### src/rtl/reg_file_shift_engine.sv
// Multi-ported register file with a serial shift engine that moves one bit per cycle
// from a source register into a destination register, reporting carry and zero flags.
module reg_file_shift_engine #(
    parameter int WIDTH  = 16,
    parameter int ADDR_W = 3,
    localparam int SHAMT_W = $clog2(WIDTH)
) (
    input  logic               clk,
    input  logic               reset,
    input  logic               wr,
    input  logic [ADDR_W-1:0]  wr_addr,
    input  logic [WIDTH-1:0]   d_in,
    input  logic [ADDR_W-1:0]  rd_addr_a,
    input  logic [ADDR_W-1:0]  rd_addr_b,
    output logic [WIDTH-1:0]   d_out_a,
    output logic [WIDTH-1:0]   d_out_b,
    input  logic               start,
    input  logic [1:0]         shift_mode,
    input  logic [SHAMT_W-1:0] shift_amt,
    input  logic [ADDR_W-1:0]  src_addr,
    input  logic [ADDR_W-1:0]  dst_addr,
    output logic               busy,
    output logic               done,
    output logic               carry_out,
    output logic               zero,
    output logic [1:0]         fsm_state
);
    // Handshake: start is sampled only while idle; busy stays high from the accepting
    // edge through the write-back edge; done pulses for the single cycle after write-back.

    localparam int NREG = 2 ** ADDR_W;

    typedef enum logic [1:0] {
        S_IDLE  = 2'd0,
        S_SHIFT = 2'd1,
        S_WB    = 2'd2
    } state_t;

    state_t             state;
    logic [WIDTH-1:0]   rf [NREG];
    logic [WIDTH-1:0]   work;
    logic [SHAMT_W-1:0] cnt;
    logic [1:0]         mode;
    logic [ADDR_W-1:0]  dst;
    logic               carry;
    logic [WIDTH-1:0]   next_work;
    logic               next_bit;

    assign d_out_a   = rf[rd_addr_a];
    assign d_out_b   = rf[rd_addr_b];
    assign busy      = (state != S_IDLE);
    assign fsm_state = state;

    always_comb begin
        next_work = work;
        next_bit  = 1'b0;
        case (mode)
            2'b00: begin next_work = {work[WIDTH-2:0], 1'b0};       next_bit = work[WIDTH-1]; end
            2'b01: begin next_work = {1'b0, work[WIDTH-1:1]};       next_bit = work[0];       end
            2'b10: begin next_work = {work[WIDTH-1], work[WIDTH-1:1]}; next_bit = work[0];    end
            default: begin next_work = {work[0], work[WIDTH-1:1]};  next_bit = work[0];       end
        endcase
    end

    always_ff @(posedge clk or negedge reset) begin
        if (!reset) begin
            for (int i = 0; i < NREG; i++) rf[i] <= '0;
            state     <= S_IDLE;
            work      <= '0;
            cnt       <= '0;
            mode      <= 2'b00;
            dst       <= '0;
            carry     <= 1'b0;
            done      <= 1'b0;
            carry_out <= 1'b0;
            zero      <= 1'b0;
        end else begin
            done <= 1'b0;
            if (wr) rf[wr_addr] <= d_in;
            case (state)
                S_IDLE: begin
                    if (start) begin
                        work  <= rf[src_addr];
                        mode  <= shift_mode;
                        dst   <= dst_addr;
                        cnt   <= shift_amt;
                        carry <= 1'b0;
                        state <= (shift_amt != '0) ? S_SHIFT : S_WB;
                    end
                end
                S_SHIFT: begin
                    work  <= next_work;
                    carry <= next_bit;
                    cnt   <= cnt - 1'b1;
                    if (cnt == SHAMT_W'(1)) state <= S_WB;
                end
                S_WB: begin
                    // Placed after the external write so the shifter wins a collision on dst.
                    rf[dst]   <= work;
                    done      <= 1'b1;
                    carry_out <= carry;
                    zero      <= (work == '0);
                    state     <= S_IDLE;
                end
                default: state <= S_IDLE;
            endcase
        end
    end
endmodule

### config.mk
export PLATFORM = sky130hd
export DESIGN_NAME = reg_file_shift_engine
export DESIGN_NICKNAME = d
export VERILOG_FILES = /design/src/rtl/reg_file_shift_engine.sv
export SDC_FILE = /design/constraint.sdc
export NUM_CORES = 1
export LEC_CHECK = 0
export ABC_AREA = 1
export CORE_MARGIN = 2
export CORE_UTILIZATION = 50
export CTS_CLUSTER_DIAMETER = 50
export CTS_CLUSTER_SIZE = 30
export DETAILED_ROUTE_END_ITERATION = 12
export PLACE_DENSITY = 0.69
export SLEW_MARGIN = 30
export SYNTH_ARGS = -nofsm -noshare
export SYNTH_HDL_FRONTEND = slang
export SYNTH_SLANG_ARGS = --single-unit
### constraint.sdc
create_clock -name clk -period 3.5 [get_ports clk]
set_input_delay 1.05 -clock clk [delete_from_list [all_inputs] [get_ports clk]]
set_output_delay 1.05 -clock clk [all_outputs]
set_load 0.01 [all_outputs]
# After elaboration in Yosys (flattened, before gate mapping)
# Index checks and enable logic that the tools add are counted.
# Widths: inputs -> output; s select.
[classes]
addsub = 1
order_cmp = 7
eq_ne = 8
muxes = 30
n_bitwise = 5
n_reduce_logical = 12
[op_table]
columns = ["cell", "count"]
rows = [
  ["$bwmux 128", 2],
  ["$mux 128", 2],
  ["$bmux 16 s3", 3],
  ["$mux 16", 9],
  ["$demux 16 s3", 2],
  ["$pmux 16 s3", 1],
  ["$pmux 16 s2", 1],
  ["$ge 4x4->1 const B", 5],
  ["$not 3->4", 5],
  ["$logic_not 16->1", 1],
  ["$lt 4x1->1 const B", 2],
  ["$pmux 4 s2", 1],
  ["$mux 2", 3],
  ["$ne 2x2->1 const B", 3],
  ["$reduce_and 2->1", 3],
  ["$eq 2x1->1 const B", 2],
  ["$eq 2x2->1 const B", 2],
  ["$eq 4x1->1 const B", 1],
  ["$logic_not 2->1", 2],
  ["$mux 4", 1],
  ["$pmux 2 s2", 1],
  ["$reduce_bool 2->1", 2],
  ["$reduce_bool 4->1", 1],
  ["$sub 4x1->4 const B", 1],
  ["4 further kinds", 7],
]
[word_totals]
ff_bits = 159
inputBits = 41

# Longest topological paths before layout
[logic_depth]
ltp_word = 9
mapped_depth = 9

# Least setup slack after synthesis
# Ideal clock, no wire load.
[synth_timing]
path_type = "input port to output port"
startpoint = "input port rd_addr_a[0]"
endpoint = "output port d_out_a[15]"
arrival_time_ns = 1.918
slack_ns = 0.532
path_stages = 6
cell_sequence = "inv_2 -> clkbuf_1 -> nor2_1 -> o21ai_0 -> inv_1 -> o21ai_0"
[synth_between]
elab_chain_len = 4
[synth_lines]
columns = ["element", "line_no", "rtl"]
rows = [
  ["from (decl)", "13", "input logic [ADDR_W-1:0] rd_addr_a,"],
  ["$not 3->4 (implied by the code)", "49", "assign d_out_a = rf[rd_addr_a];"],
  ["$bmux 16 s3", "49", ""],
  ["$mux 16 (implied by the code) (2 in a row)", "49", ""],
  ["to (decl)", "15", "output logic [WIDTH-1:0] d_out_a,"],
]
# No other way between the ends. The select of a mux whose other input is x is not followed.

# Final worst setup path
[layout_timing]
startpoint = "input port rd_addr_a[1]"
endpoint = "output port d_out_a[0]"
# The elaborated chain is that of the path after synthesis.

==> impl_metrics.json <==
{
  "synth_most_common_cell": "nand2_1",
  "die_area_mm2": 0.0241,
  "groute.usage.overall_pct": 35.1,
  "vias": 12140,
  "critical_path.startpoint": "rd_addr_a[1]",
  "timing_worst_setup_path_type": "in -> out",
  "drive_above_1_share_pct": 8.75,
  "post-route-cell-area_mm2": 0.0129,
  "synthesis.instances": 1660,
  "finalWorstSetupSlack_ns": 0.0588,
  "grt_max_degree": 65,
  "drt_first_pass_iters": 6,
  "drc_markers": 0,
  "timing.hold.worst.start": "zero",
  "hold_class": "reg -> reg",
  "timing.critical_path.arrival_ns": 2.39,
  "peakVddDrop_uv": 589,
  "relative_slew_slack_pct": 36.9,
  "shortest_clock_period_the_worst_path_allows_after_layout_ns": 3.44,
  "timing_hold_violations_final": 0,
  "globalRoute.totalOverflow": 0,
  "syn-num-nets": 1703,
  "worstSetupStartpointType": "primary input",
  "synth_warnings": 0,
  "clock_skew_ns": 0.0104,
  "post_drt_via_cell_ratio": 6.14,
  "drv_cap": 0,
  "synth.top_cells.by_area": "dfrtp_1 (35%), nand2_1 (10%), a21oi_1 (7.5%)",
  "preCtsSetupSlack_ns": -0.561,
  "async_reset_ff_share_pct": 100,
  "cellLeakagePower_uw": 0.00623,
  "cp_data_required_time_ns": 2.45,
  "dr.first_iter.drc_count": 1632,
  "grt_pass1_wl_um": 64500,
  "detailed_place.area_mm2": 0.0123,
  "mean_post_synth_cell_area_um2": 6.88,
  "final.setup.tns_ns": 0,
  "clkTransAtPathRegs_ns": 0.06,
  "clock_sink_count": 159,
  "worst_hold_slack_ns": 0.480,
  "yosysSeqAreaShare_pct": 34.8,
  "pin_count": 79,
  "synth.top_cell.area_share_pct": 34.8,
  "postSynth.topFlopCell": "dfrtp_1",
  "numCtsBuffers": 17,
  "area.growth.synth_to_final_pct": 13.2,
  "wl_per_cell_um": 21.1,
  "max_clock_freq_ghz": 0.291,
  "root_buffer_master": "clkbuf_16",
  "postSynthRegisterBits": 159,
  "cts-htree-levels": 4,
  "dpl.hpwl_um": 27300,
  "post_synth_top_area_cell": "dfrtp_1",
  "initial_core_util_pct": 50.8,
  "route.final.wire_length_um": 41800,
  "grt_setup_unrepaired": "false",
  "std_cell_rows": 55,
  "cts_tree": "yes",
  "worstSetupEndpointType": "output pin",
  "critical_path.reg2reg.startpoint": "fsm_state[1]",
  "antenna_viol_nets_final": 0,
  "setup_viol_count_final": 0,
  "worst_skew_pair.late_latency_ns": 0.44,
  "post_synth_cell_types": 35,
  "path_max_fanout": 8,
  "floorplan.core_area_mm2": 0.0225,
  "grt_antenna_before_repair": 3,
  "syn_area_mm2": 0.0114,
  "postCtsHoldBufs": 0,
  "synth_top_cells_by_count": "nand2_1 (317), inv_1 (188), a21oi_1 (171)",
  "final_report_max_slew_violation_count": 0,
  "worst_pin_slew_ns": 0.945,
  "final_net_count": 1721,
  "run_status": "completed",
  "cellPowerDensity_mw_per_mm2": 661,
  "final_min_period_over_clock_period_pct": 98.3,
  "clock_tree.buffer_depth": 2,
  "first_global_vias": 11211,
  "die_y_um": 155,
  "synth_edf_count": 0,
  "port-buffer-count": 78,
  "gpl.final_weighted_congestion": 0.945,
  "die_x_um": 155
}
==> cells by family (layout without fill, tap and decap cells) <==
family,Yosys count,after routing,synth area share [%]
AO/OA/AOI/OAI,602,602,30.4
XOR/XNOR,2,2,0.153
other,0,2,0
AND/OR/NAND/NOR,555,555,21.3
adder cells (fa/ha/maj),2,2,0.219
buffers and inverters,340,371,13.2
flip-flops,159,159,34.8
==> power by group <==
group          leakage [µW]  internal (µW)  total (µW)  switching, µW
clock              0.000286           1080        1950            866
combinational       0.00418           1270        3620           2350
sequential          0.00176           2470        2980            506
==> final timing paths <==
kind	cells past startpoint	end	slack (ns)
setup / recovery	8	d_out_a[0]	0.06
hold / removal	2	zero	0.48
setup reg to reg	7	work[9]	0.99
hold reg to reg	2	zero	0.48
max in group asynchronous	2	rf[104]	2.09
min in group asynchronous	1	rf[81]	0.57
==> per-layer routing <==
layer  routed length, µm  share of wire [%]  global-route usage, %  up-vias
met1               16800                 40                   48.4     5560
met3                4710                 11                   6.43      143
li1                    -                  -                      -     5631
met4                1740                4.2                   15.7        2
met2               18500                 44                   54.0      804
met5                   8              0.019                      0        -
==> layout by cell type, fill, tap and decap left out, drive strengths merged, types with 5 or more instances in the layout <==
| cell | synthesis | final |
|---|---|---|
| dlygate4sd2 | 1 | 31 |
| o211ai | 109 | 109 |
| nand3 | 152 | 152 |
| a21oi | 171 | 171 |
| clkdlybuf4s50 | 2 | 38 |
| o21ai | 283 | 283 |
| buf | 76 | 67 |
| nand2 | 327 | 327 |
| clkbuf | 62 | 18 |
| o21a | 32 | 32 |
| dfrtp | 159 | 159 |
| inv | 198 | 203 |
| nor2 | 69 | 69 |
| clkinv | 1 | 5 |
==> state kept, by name, indices dropped and copies added (netlist names) <==
name and cells:
done 1, carry_out 1, carry 1, cnt 4
zero 1, rf 128, mode 2, dst 3
work 16, fsm_state 2
==> cell type report <==
class	instances	area [µm²]
flip-flops and latches	159	3980
diodes	2	5.00
multi-input cells	1161	5940
well taps	285	357
fillers	2156	9580
clock inverters	14	156
clock buffers	18	439
inverters	199	749
repair buffers	140	1300
==> worst max-delay path: stages <==
cell and delay, ns:
clkdlybuf4s15_2 0.23, inv_1 0.10, buf_4 0.18, a21oi_1 0.15
o21ai_0 0.14, nand2_1 0.09, o21a_1 0.16, clkdlybuf4s15_1 0.28
==> what timing repair did <==
item / CTS / global route
gates cloned: 1 / 0
resized for setup: 50 / 2
setup endpoints to repair: 32 / 1
pin swaps: 1 / 0
hold endpoints to repair: 0 / 0
setup buffers: 2 / 0
==> through the flow <==
stage	util, %	cells	total power [µW]
after floorplan	-	1660	5380
after global placement	54.7	1941	6500
after detailed placement	54.7	1941	6570
after CTS	57.4	1976	8490
after global routing	57.4	1978	9150
final	57.4	1978	8550
No activity file was read; power rests on OpenSTA's default activity.
